$ cat config.mk
export PLATFORM = sky130hd
export DESIGN_NAME = encrypter_out
export DESIGN_NICKNAME = d
export VERILOG_FILES = /design/src/rtl/crypt_pkg.sv /design/src/rtl/encrypter_out_word_serializer.sv /design/src/rtl/encrypter_out.sv
export SDC_FILE = /design/constraint.sdc
export NUM_CORES = 1
export LEC_CHECK = 0
export ABC_AREA = 1
export BUFFER_PORTS_ARGS = -buffer_cell sky130_fd_sc_hd__buf_4
export CAP_MARGIN = 20
export CELL_PAD_IN_SITES_DETAIL_PLACEMENT = 1
export CELL_PAD_IN_SITES_GLOBAL_PLACEMENT = 1
export CORE_MARGIN = 5
export CORE_UTILIZATION = 47
export CTS_CLUSTER_SIZE = 14
export DETAILED_ROUTE_END_ITERATION = 8
export PLACE_DENSITY_LB_ADDON = 0.1
export SYNTH_ARGS = -nofsm -noshare
export SYNTH_HDL_FRONTEND = slang
export SYNTH_SLANG_ARGS = --single-unit
$ cat constraint.sdc
create_clock -name clk -period 3.9 [get_ports clk]
set_clock_uncertainty 0.1 [all_clocks]
set_input_delay 0.195 -clock clk [delete_from_list [all_inputs] [get_ports clk]]
set_output_delay 0.195 -clock clk [all_outputs]
set_load 0.005 [all_outputs]
$ cat src/rtl/crypt_pkg.sv
// Shared definitions for the crypt datapath: word geometry and the encrypter_out FSM states.
package crypt_pkg;

  localparam int unsigned WORD_W         = 32;
  localparam int unsigned BYTES_PER_WORD = WORD_W / 8;

  typedef enum logic [2:0] {
    IDLE  = 3'd0,
    HDR   = 3'd1,
    LOAD  = 3'd2,
    SEND  = 3'd3,
    GUARD = 3'd4,
    DRAIN = 3'd5,
    FIN   = 3'd6
  } state_e;

endpackage

$ cat src/rtl/encrypter_out_word_serializer.sv
// word_serializer: parallel-load, shift-left-by-byte register with a byte counter;
// the top byte is always the next byte to transmit (MSB first).
module word_serializer #(
  parameter  int unsigned WORD_W = 32,
  localparam int unsigned NBYTES = WORD_W / 8,
  localparam int unsigned CNT_W  = (NBYTES > 1) ? $clog2(NBYTES) : 1
) (
  input  logic              clk,
  input  logic              rst,
  input  logic              load,
  input  logic [WORD_W-1:0] load_data,
  input  logic              shift,
  output logic [7:0]        top_byte_c,
  output logic [CNT_W-1:0]  byte_cnt,
  output logic              last_byte_c
);

  logic [WORD_W-1:0] shift_q, shift_d;
  logic [CNT_W-1:0]  byte_cnt_q, byte_cnt_d;

  assign top_byte_c  = shift_q[WORD_W-1 -: 8];
  assign last_byte_c = (byte_cnt_q == CNT_W'(NBYTES - 1));
  assign byte_cnt    = byte_cnt_q;

  // Load wins over shift; the counter wraps to zero once the last byte has gone.
  always_comb begin
    shift_d    = shift_q;
    byte_cnt_d = byte_cnt_q;
    if (load) begin
      shift_d    = load_data;
      byte_cnt_d = '0;
    end else if (shift) begin
      shift_d    = shift_q << 8;
      byte_cnt_d = last_byte_c ? '0 : byte_cnt_q + CNT_W'(1);
    end
  end

  always_ff @(posedge clk) begin
    if (rst) begin
      shift_q    <= '0;
      byte_cnt_q <= '0;
    end else begin
      shift_q    <= shift_d;
      byte_cnt_q <= byte_cnt_d;
    end
  end

endmodule

$ cat src/rtl/encrypter_out.sv
// encrypter_out: buffers FME result words and serializes them MSB-first onto the UART TX
// byte interface. Define CRYPT_OUT_HEADER_EN to prefix each message with its 32-bit length.
module encrypter_out #(
  parameter int unsigned WORD_W = 32,
  parameter int unsigned LEN_W  = 32
) (
  input  logic              clk,
  input  logic              rst,
  input  logic              start,
  input  logic [LEN_W-1:0]  msg_len,
  input  logic              fme_done,
  input  logic [WORD_W-1:0] fme_data_out,
  output logic              word_ready,
  input  logic              tx_busy,
  output logic              tx_start,
  output logic [7:0]        tx_data,
  output logic              busy,
  output logic              done,
  output logic              overrun
);
  import crypt_pkg::*;

  localparam int unsigned NBYTES = WORD_W / 8;
  localparam int unsigned CNT_W  = (NBYTES > 1) ? $clog2(NBYTES) : 1;

  state_e            state_q, state_d;
  logic [LEN_W-1:0]  len_q, len_d;
  logic [LEN_W-1:0]  acc_q, acc_d;
  logic [LEN_W-1:0]  sent_q, sent_d;
  logic [WORD_W-1:0] hold_q, hold_d;
  logic              hold_valid_q, hold_valid_d;
  logic              busy_q, busy_d;
  logic              overrun_q, overrun_d;
  logic              word_ready_q, word_ready_d;
  logic              tx_start_q, tx_start_d;
  logic [7:0]        tx_data_q, tx_data_d;
  logic              done_q, done_d;

  logic              ser_load, ser_shift;
  logic [WORD_W-1:0] ser_data;
  logic [7:0]        ser_top_c;
  logic [CNT_W-1:0]  ser_cnt;
  logic              unused_ser_last;

  word_serializer #(.WORD_W(WORD_W)) u_ser (
    .clk         (clk),
    .rst         (rst),
    .load        (ser_load),
    .load_data   (ser_data),
    .shift       (ser_shift),
    .top_byte_c  (ser_top_c),
    .byte_cnt    (ser_cnt),
    .last_byte_c (unused_ser_last)
  );

  // Next-state, buffer and counter logic.
  always_comb begin
    state_d      = state_q;
    len_d        = len_q;
    acc_d        = acc_q;
    sent_d       = sent_q;
    hold_d       = hold_q;
    hold_valid_d = hold_valid_q;
    busy_d       = busy_q;
    overrun_d    = overrun_q;
    ser_load     = 1'b0;
    ser_shift    = 1'b0;
    ser_data     = '0;

    // Holding register fills independently of the shifter; idle-state deliveries are ignored.
    if (fme_done) begin
      if (word_ready_q) begin
        hold_d       = fme_data_out;
        hold_valid_d = 1'b1;
        acc_d        = acc_q + LEN_W'(1);
      end else if (busy_q) begin
        overrun_d = 1'b1;
      end
    end

    case (state_q)
      IDLE: begin
        if (start) begin
          len_d        = msg_len;
          acc_d        = '0;
          sent_d       = '0;
          hold_valid_d = 1'b0;
          overrun_d    = 1'b0;
          busy_d       = 1'b1;
`ifdef CRYPT_OUT_HEADER_EN
          state_d      = HDR;
`else
          state_d      = LOAD;
`endif
        end
      end
`ifdef CRYPT_OUT_HEADER_EN
      HDR: begin
        ser_load = 1'b1;
        ser_data = WORD_W'(len_q);
        state_d  = SEND;
      end
`endif
      LOAD: begin
        if (sent_q == len_q) begin
          state_d = FIN;
        end else if (hold_valid_q) begin
          ser_load     = 1'b1;
          ser_data     = hold_q;
          hold_valid_d = 1'b0;
          sent_d       = sent_q + LEN_W'(1);
          state_d      = SEND;
        end
      end
      SEND: begin
        ser_shift = 1'b1;
        state_d   = GUARD;
      end
      // One dead cycle so the transmitter has time to raise tx_busy.
      GUARD: state_d = DRAIN;
      DRAIN: begin
        if (!tx_busy) state_d = (ser_cnt != '0) ? SEND : LOAD;
      end
      FIN: begin
        busy_d  = 1'b0;
        state_d = IDLE;
      end
      default: state_d = IDLE;
    endcase
  end

  // Outputs are registered from the next state so they line up with the state they belong to.
  always_comb begin
    tx_start_d   = (state_d == SEND);
    done_d       = (state_d == FIN);
    tx_data_d    = tx_data_q;
    if (state_d == SEND) tx_data_d = ser_load ? ser_data[WORD_W-1 -: 8] : ser_top_c;
    word_ready_d = busy_d & ~hold_valid_d & (acc_d < len_d);
  end

  always_ff @(posedge clk) begin
    if (rst) begin
      state_q      <= IDLE;
      len_q        <= '0;
      acc_q        <= '0;
      sent_q       <= '0;
      hold_q       <= '0;
      hold_valid_q <= 1'b0;
      busy_q       <= 1'b0;
      overrun_q    <= 1'b0;
      word_ready_q <= 1'b0;
      tx_start_q   <= 1'b0;
      tx_data_q    <= '0;
      done_q       <= 1'b0;
    end else begin
      state_q      <= state_d;
      len_q        <= len_d;
      acc_q        <= acc_d;
      sent_q       <= sent_d;
      hold_q       <= hold_d;
      hold_valid_q <= hold_valid_d;
      busy_q       <= busy_d;
      overrun_q    <= overrun_d;
      word_ready_q <= word_ready_d;
      tx_start_q   <= tx_start_d;
      tx_data_q    <= tx_data_d;
      done_q       <= done_d;
    end
  end

  assign word_ready = word_ready_q;
  assign tx_start   = tx_start_q;
  assign tx_data    = tx_data_q;
  assign busy       = busy_q;
  assign done       = done_q;
  assign overrun    = overrun_q;

endmodule

==> results by group, run 1 <==
Routing
  – Final ANT Viol Nets: 0
  – Total wire length: 32300 µm
  – WL met2: 16400 µm
  – Met3 WL: 869 µm
  – Vias: 9451
  – Routed met1 length: 14200 µm
  – Initial DRC count: 443
  – Wire per inst: 18.1 µm
  – DR vias/cell: 5.30
  – First-pass iteration count of the detailed router: 4
  – DRC Markers: 0
  – Top Layer Used: met4

Floorplanning
  – Die area: 23900 µm²
  – Core area: 20800 µm²
  – Starting density of the core: 47.2%
  – Chip Width: 155 µm
  – Rows: 53
  – IO Pins: 82
  – Overall die height: 155 µm

Timing
  – Setup violators final: 0
  – FMAX: 304 MHz
  – Relative slew slack: 40.3%
  – Setup TNS: 0 ps
  – Tcrit/Tclk final: 84.3%
  – Max-slew violation count: 0
  – Minimum clock period: 3290 ps
  – Worst-margin pin slew: 893 ps
  – Final Hold Viols: 0
  – Final hold slack: 25.4 ps
  – RSZ-0062 raised after global routing: no

Logic synthesis
  – Synthesis-stage register bit count: 179
  – Main combinational cell family by area after synthesis: simple AND/OR/NAND/NOR gates
  – Synth area leaders: dfxtp_1 36%, nand2_1 12%, nor2_1 9.7%
  – Synthesized Nets: 1495
  – Synth Area in Simple Gates: 33.7%
  – Synth warn: 0
  – Yosys top cell by area: dfxtp_1
  – Share of the synthesized area in the top cell type: 36.4%
  – Mean post-synth cell area: 7.07 µm²
  – XOR/XNOR share of the synthesized area: 6.59%
  – Post-synthesis mux area share: 2.65%
  – Distinct cells, synth: 44
  – Area of the mapped netlist: 9840 µm²
  – Compound-cell area share of the yosys netlist: 8.25%
  – Syn Inst Count: 1391
  – Sequential-to-total area share from yosys stat: 36.4%
  – Adder-cell share of the synthesized area: 4.45%

Global route
  – Global route overflow: 0
  – Initial antenna violation count: 0
  – First-pass GRT wire length: 52700 µm
  – Largest net degree at the start of global routing: 61
  – Total GRT Usage: 27.4%
  – Vias in the first global route: 9952

Cells and area
  – Final Core Density: 56.2%
  – Layout cells sized above 1: 13.7%
  – Filler cell count: 2725
  – Area growth, synth to finish: 19.0%
  – Antenna cells: 0
  – Final #Nets: 1598

Worst setup path
  – Crit Path Class: flip-flop to flip-flop
  – CP arrival: 3540 ps
  – CP endpoint kind: flip-flop
  – Max stage delay on crit path: 480 ps
  – Cell mode on critical path: nand3_1
  – CP Launch Type: flip-flop
  – Slowest CP cell: dfxtp_1
  – Worst path cell trace: nand2_4 > inv_2 > buf_4 > nand3_1 > nor4_1 > nand3_1 > nand3_1 > inv_1 > ha_1 > a21oi_1 > nor2_1 > a211oi_1 > nand3_1 > nor2_1 > nand2_1 > a21oi_1
  – WP data required: 4150 ps
  – Worst r2r path cells: 16
  – Worst-path maximum fanout: 38

Pwr
  – Cell area power density: 365 nW/µm²
  – Clk pwr share: 42.9%
  – Internal power: 3060 µW
  – Psw: 1210 µW
  – Power, Total: 4270 µW
  – Reg power frac: 45.0%
  – Switching share of power: 28.4%
  – Max rail drop VDD: 0.000270 V
  – Comb pwr share: 12.1%
  – Lkg Pwr: 0.00490 µW

Clock tree
  – CTS Sinks: 179
  – Longest Clk Path Bufs: 2
  – Clock root buffer: clkbuf_16
  – TritonCTS clock tree: built
  – Clock slew at reported path FFs: 70 ps
  – CTS Buf Count: 17
  – Clk Latency, worst-skew pair: 430 ps
  – CTS H-tree lvls: 4
  – # Post-CTS Setup Buffers: 0
  – # resized after CTS: 0

Job
  – Max-cap violations: 0

Placement
  – Buffers on Ports: 81
  – GP Congestion: 0.906
  – Post-DP HPWL: 22000 µm

Worst hold path
  – Min-delay worst type: input port to flip-flop
  – Hold path cells: 3

Status
  – Status: finished, final reports clean
[layer usage]
metal  global-route usage [%]  vias up
met2                     48.7      150
met1                     34.6     4583
li1                         -     4673
met3                     3.95       45
met4                     7.53        0
met5                        0        -
[through the flow]
step	instance area, µm²	instances	setup WS [ps]
2_1_floorplan	9840	1391	1360
4_1_cts	11700	1782	626
5_1_grt	11700	1782	264
6_report	11700	1782	613
3_3_place_gp	10500	1694	839
3_5_place_dp	10500	1694	660
[final timing paths]
path                startpoint                end  slack, ps
min reg2reg  u_ser.shift_q[31]  u_ser.shift_q[31]        370
min                msg_len[14]          len_q[14]         30
max reg2reg         word_ready         word_ready        610
max                 word_ready         word_ready        610
[cell usage after synthesis (all sizes together)]
cell type,count
a211oi,3
a21o,1
a21oi,85
a31oi,2
and2,1
and3,1
buf,40
clkbuf,24
clkinv,1
dfxtp,179
ha,35
inv,114
mux2i,26
nand2,343
nand3,52
nand3b,2
nand4,43
nor2,266
nor3,38
nor3b,1
nor4,8
o211a,1
o21ai,49
o32ai,1
or2,1
xnor2,39
xor2,35
[state kept, by name, summed over array words and instances, names as in the netlist, 2 cells and up]
name	flops
acc_q	32
tx_data	8
len_q	32
u_ser.shift_q	32
hold_q	32
u_ser.byte_cnt	2
sent_q	32
state_q	3
[placed cells by master, fill, tap and decap left out, types with 2 or more instances in the layout]
cell,count
a211oi_1,2
a21oi_1,65
a21oi_2,20
a31oi_1,2
buf_4,91
bufinv_16,2
clkbuf_16,17
clkinv_2,2
clkinv_4,3
clkinv_8,2
dfxtp_1,179
dlygate4sd3_1,56
ha_1,35
inv_1,103
inv_2,11
inv_6,5
inv_8,2
mux2i_1,26
nand2_1,315
nand2_2,24
nand2_4,4
nand3_1,50
nand3_4,2
nand4_1,43
nor2_1,254
nor2_2,6
nor2_4,5
nor3_1,36
nor3_2,2
nor4_1,5
nor4_2,3
o21ai_0,48
xnor2_1,39
xor2_1,35
[logic make-up after synthesis]
group | count (synthesis)
AOI/OAI and AO/OA | 142
xor gates and xnor gates | 74
adders and majority gates | 35
buffers and inverters | 179
DFF | 179
muxes | 26
and+or+nand+nor | 756
[what timing repair did]
item	CTS	global route
hold buffers	56	0
setup endpoints to repair	0	0
hold endpoints to repair	56	0
[power groups by stage]
| stage | combinational, µW | sequential [µW] | clock (µW) |
|---|---|---|---|
| after global routing | 569 | 1930 | 1940 |
| after CTS | 505 | 1920 | 1850 |
| after detailed placement | 456 | 1960 | 0 |
| final | 518 | 1920 | 1830 |
| after floorplan | 306 | 1950 | 0 |
| after global placement | 444 | 1960 | 0 |
[critical path: cells and delay by family, from the launching register on]
family | cells | cell delay [ps]
and+or+nand+nor | 9 | 1370
buffers and inverters | 3 | 610
DFF | 1 | 480
AOI/OAI and AO/OA | 3 | 480
adders and majority gates | 1 | 170
[layout make-up]
type                       count  area, µm²  area share [%]
clock inverter                15        190            1.62
sequential                   179       3580            30.6
tap                          275        344            2.94
timing repair buffer         148       1260            10.8
multi-input combinational   1033       5470            46.7
clock buffer                  17        425            3.63
inverter                     115        433            3.70
Power figures use the tool's default switching activity.
==> run 2: changes to the inputs <==
CORE_UTILIZATION = 44   (was 47)
clock period = 3.11 ns   (was 3.9 ns; I/O delays follow)
==> run 2 against run 1 <==
Against the previous run:
- clock-buffer cell count is the same
- via count increased by 0.71%
- setup slack worse by 410 ps
- critical path depth grew 1
- final area grew 2.6%
- register-to-register slack got worse by 410 ps
- sequential cell count did not move
- first-iteration DRC count is 29% higher
- maximum frequency up 13%
- total power increased by 26%
- non-clock buffer count increased by 24
==> results by group, run 2 (same netlist as run 1, synthesis figures left out) <==
Status
  – Status: finished, final reports clean

Worst hold path
  – Hold path cells: 3
  – Min-delay worst type: input port to flip-flop

Global route
  – Grt met3 use: 4.06%
  – Total GRT Usage: 25.2%
  – First-pass GRT wire length: 52300 µm
  – Met2 Use GR: 42.8%
  – Busiest grt layer: met2
  – M1 GR Usage: 32.5%
  – Largest net degree at the start of global routing: 55
  – Initial antenna violation count: 2
  – Global route overflow: 0
  – Vias in the first global route: 9943

Timing
  – Setup violators final: 0
  – Relative slew slack: 56.0%
  – Tcrit/Tclk final: 93.4%
  – FMAX: 344 MHz
  – Worst-margin pin slew: 660 ps
  – Final Hold Viols: 0
  – Max-slew violation count: 0
  – Minimum clock period: 2910 ps

Cells and area
  – Layout cells sized above 1: 15.2%
  – Commonest non-fill, non-tap cell in the layout: nand2_1
  – Final Core Density: 54.9%
  – Final #Nets: 1622
  – Multi-input gate area: 5540 µm²
  – Final Instance Area: 12000 µm²
  – Filler cell count: 2816
  – Most frequent cells in the layout: 315 x nand2_1, 253 x nor2_1, 178 x dfxtp_1
  – Sequential Area: 3580 µm²
  – Area growth, synth to finish: 22.1%

Worst setup path
  – Crit Path Class: flip-flop to flip-flop
  – Worst r2r path cells: 17
  – CP Launch Type: flip-flop
  – Max stage delay on crit path: 500 ps
  – CP arrival: 3150 ps
  – Worst path cell trace: inv_2 > nand2_1 > nor2_1 > nand2_2 > buf_4 > o21ai_1 > nor2_1 > ha_1 > a21oi_1 > o21ai_0 > nand3_1 > nand2_1 > nand2_1 > a21oi_1 > nor2_1 > nand2_1 > a21oi_1
  – Cell mode on critical path: nand2_1
  – CP endpoint kind: flip-flop
  – Worst-path maximum fanout: 14
  – WP data required: 3360 ps
  – Slowest CP cell: dfxtp_1

Routing
  – First-pass iteration count of the detailed router: 5
  – Vias: 9518
  – DRC Markers: 0
  – Initial DRC count: 572
  – Total wire length: 32500 µm
  – Wire per inst: 17.9 µm
  – DR vias/cell: 5.25
  – Final ANT Viol Nets: 0

Floorplanning
  – Die area: 25400 µm²
  – Starting density of the core: 44.9%
  – Rows: 54
  – Chip Width: 160 µm
  – Overall die height: 160 µm
  – IO Pins: 82
  – Core area: 21900 µm²

Placement
  – GP Congestion: 0.918
  – Post-DP HPWL: 22100 µm
  – Buffers on Ports: 81
  – Post-DP Area: 10700 µm²

Job
  – Max-cap violations: 0

Clock tree
  – CTS Sinks: 179
  – CTS Buf Count: 17
  – CTS H-tree lvls: 4
  – Clock slew at reported path FFs: 70 ps
  – Clock root buffer: clkbuf_16
  – TritonCTS clock tree: built
  – Longest Clk Path Bufs: 2
  – Clk Latency, worst-skew pair: 440 ps

Pwr
  – Cell area power density: 448 nW/µm²
  – Lkg Pwr: 0.00506 µW
  – Max rail drop VDD: 0.000356 V
run 2: cell type report:
class | instances | area share (%)
Multi-Input combinational cell | 1033 | 46.1
Antenna cell | 2 | 0.0417
Sequential cell | 179 | 29.8
Clock buffer | 17 | 3.54
Inverter | 115 | 3.60
Tap cell | 280 | 2.92
Clock inverter | 15 | 1.57
Timing Repair Buffer | 172 | 12.4
run 2: critical path: cells and delay by family (launching register included):
family | cells | cell delay (ps)
AO/OA/AOI/OAI | 5 | 670
adder cells (fa/ha/maj) | 1 | 290
buffers and inverters | 2 | 370
flip-flops | 1 | 500
AND/OR/NAND/NOR | 9 | 900
run 2: power breakdown:
group	switching [µW]	internal (µW)
clock network	1070	1230
logic	405	271
registers	49.0	2360
total	1520	3860
run 2: final timing paths:
| path | start | to | slack [ps] |
|---|---|---|---|
| worst min-delay path | msg_len[19] | len_q[19] | 30 |
| worst min register to register | overrun | overrun | 360 |
| worst max register to register | state_q[0] | word_ready | 200 |
| worst max-delay path | state_q[0] | word_ready | 200 |
run 2: through the flow:
stage | hold WS, ps | TNS (ps) | setup slack, ps | std cells | power [µW]
floorplan | 132 | 0 | 567 | 1391 | 2830
global route | 46.6 | -32.1 | -32.1 | 1813 | 5590
detailed placement | 318 | 0 | 138 | 1716 | 3050
global placement | 307 | 0 | 226 | 1716 | 3040
CTS | 4.77 | 0 | 106 | 1810 | 5390
finish | 26.5 | 0 | 205 | 1813 | 5380
run 2: repair_timing:
item	in CTS	in global routing
hold buffers	62	0
endpoints found under the setup margin	0	1
hold endpoints to repair	71	0
gates resized for setup	0	15
buffers inserted	0	1
run 2: routing by layer:
metal	share of wire, %	up-vias	wire (µm)
met5	0	-	0
met4	3.0	0	962
met3	2.8	65	905
met2	49	175	15800
met1	46	4573	14800
li1	-	4705	-
==> run 3: changes to the inputs <==
BUFFER_PORTS_ARGS = -buffer_cell sky130_fd_sc_hd__clkbuf_2   (was -buffer_cell sky130_fd_sc_hd__buf_4)
==> run 3 against run 2 <==
Against the previous run:
- critical path depth rose by 2
- total power rose by 0.59%
- combinational power fell by 3.2%
- register-to-register slack barely moved
- global-route usage barely moved
- die area did not move
- clock-buffer cell count did not move
- first-iteration DRC count fell by 24%
- maximum frequency fell by 0.33%
- wire length rose by 0.90%
- highest routed layer unchanged
==> results by group, run 3 (same netlist as run 1, synthesis figures left out) <==
Routing
  – First-pass iteration count of the detailed router: 4
  – Initial DRC count: 433
  – Final ANT Viol Nets: 0
  – DR vias/cell: 5.27
  – Wire per inst: 18.0 µm
  – Total wire length: 32800 µm
  – Vias: 9559
  – DRC Markers: 0

Pwr
  – Switching share of power: 28.9%
  – Reg power frac: 44.6%
  – Internal power: 3850 µW
  – Comb pwr share: 12.1%
  – Cell area power density: 459 nW/µm²
  – Clk pwr share: 43.3%
  – Lkg Pwr: 0.00501 µW
  – Psw: 1560 µW
  – Max rail drop VDD: 0.000265 V

Global route
  – Busiest grt layer: met2
  – M1 GR Usage: 31.8%
  – Met2 Use GR: 44.0%
  – Global route overflow: 0
  – Grt met3 use: 3.81%
  – Largest net degree at the start of global routing: 63
  – Total GRT Usage: 25.2%
  – Initial antenna violation count: 3
  – Vias in the first global route: 10.1k
  – First-pass GRT wire length: 52300 µm

Placement
  – Post-DP HPWL: 22100 µm
  – Post-DP Area: 10500 µm²
  – Buffers on Ports: 81
  – GP Congestion: 0.897

Timing
  – Worst-margin pin slew: 795 ps
  – Final Hold Viols: 0
  – Tcrit/Tclk final: 93.7%
  – Setup violators final: 0
  – Final hold slack: 18.0 ps
  – Relative slew slack: 47.0%
  – Max-slew violation count: 0
  – FMAX: 343 MHz
  – Minimum clock period: 2910 ps

Floorplanning
  – Core area: 21900 µm²
  – IO Pins: 82
  – Chip Width: 160 µm
  – Starting density of the core: 44.9%
  – Die area: 25400 µm²
  – Overall die height: 160 µm
  – Rows: 54

Worst setup path
  – Worst-path maximum fanout: 5
  – CP Launch Type: flip-flop
  – Cell mode on critical path: nand2_1
  – Worst path cell trace: ha_1 > inv_1 > nor2_4 > nand2_2 > nor2_4 > inv_2 > nor3_2 > xnor2_1 > nor2_1 > ha_1 > nand2_1 > o21ai_0 > nand3_1 > nand2_1 > nand2_1 > a21oi_1 > nor2_1 > nand2_1 > a21oi_1
  – Slowest CP cell: dfxtp_2
  – CP arrival: 3140 ps
  – Max stage delay on crit path: 380 ps
  – WP data required: 3340 ps
  – CP endpoint kind: flip-flop
  – Crit Path Class: flip-flop to flip-flop

Cells and area
  – Layout cells sized above 1: 14.9%
  – Filler cell count: 2878
  – Area growth, synth to finish: 19.7%
  – Final Instance Area: 11800 µm²
  – Final #Nets: 1622
  – Most frequent cells in the layout: 315 x nand2_1, 254 x nor2_1, 178 x dfxtp_1
  – Commonest non-fill, non-tap cell in the layout: nand2_1

Clock tree
  – Clock root buffer: clkbuf_16
  – CTS Sinks: 179
  – TritonCTS clock tree: built
  – CTS H-tree lvls: 4
  – Clk Latency, worst-skew pair: 450 ps
  – Clock slew at reported path FFs: 80 ps
  – Longest Clk Path Bufs: 2
  – CTS Buf Count: 17

Job
  – Max-cap violations: 0

Worst hold path
  – Min-delay worst type: input port to flip-flop

Status
  – Status: finished, final reports clean
## run 3: cell types whose count changed in the layout (fill, tap and decap cells not counted), moves of 2 or more
cell,before,now
clkbuf_2,0,80
buf_4,106,30
clkinv_4,3,0
clkinv_8,1,4
buf_12,3,1
clkinvlp_4,2,0
diode_2,2,4
## run 3: worst max-delay path: cells and delay by family (launching register included)
family / cells / cell delay [ps]
fa+ha+maj: 2 / 450
simple gates: 11 / 1140
flops: 1 / 380
compound gates: 3 / 360
xor+xnor: 1 / 210
buf+inv: 2 / 140
## run 3: power groups by stage
stage               sequential, µW  clock (µW)  combinational (µW)
global route                  2420        2480                 718
global placement              2460           0                 554
floorplan                     2440           0                 384
detailed placement            2460           0                 568
CTS                           2410        2380                 633
finish                        2410        2340                 655
## run 3: per-stage QoR
step | total power, µW | instances | TNS, ps | util, % | setup slack, ps
after global routing | 5610 | 1815 | -72.3 | 53.8 | -72.3
after CTS | 5420 | 1811 | 0 | 53.6 | 157
after floorplan | 2830 | 1391 | 0 | - | 567
final | 5410 | 1815 | 0 | 53.8 | 195
after global placement | 3010 | 1718 | 0 | 47.9 | 272
after detailed placement | 3030 | 1718 | 0 | 47.9 | 191
## run 3: worst paths after layout
path / slack, ps / start / end / depth (start not counted)
setup / recovery: 200 / acc_q[0] / word_ready / 19
hold / removal: 20 / msg_len[19] / len_q[19] / 3
setup reg to reg: 200 / acc_q[0] / word_ready / 19
hold reg to reg: 350 / overrun / overrun / 2
## run 3: area by class of cell
type / count / area (µm²) / share of cell area [%]
flip-flops and latches: 179 / 3580 / 30.4
well taps: 280 / 350 / 2.97
multi-input cells: 1033 / 5510 / 46.8
repair buffers: 172 / 1260 / 10.7
diodes: 4 / 10.0 / 0.0850
clock inverters: 15 / 210 / 1.78
clock buffers: 17 / 425 / 3.61
inverters: 115 / 433 / 3.68
## run 3: metal layers
metal	wire [µm]	share of wire (%)	up-vias
met5	0	0	-
met2	16400	50	139
met1	14800	45	4646
met4	806	2.5	0
met3	836	2.6	50
li1	-	-	4724
## run 3: what timing repair did
action	in CTS	in global routing
gates resized for setup	0	8
endpoints found under the hold margin	60	0
hold buffers	61	0
buffers inserted	0	0
endpoints found under the setup margin	0	1
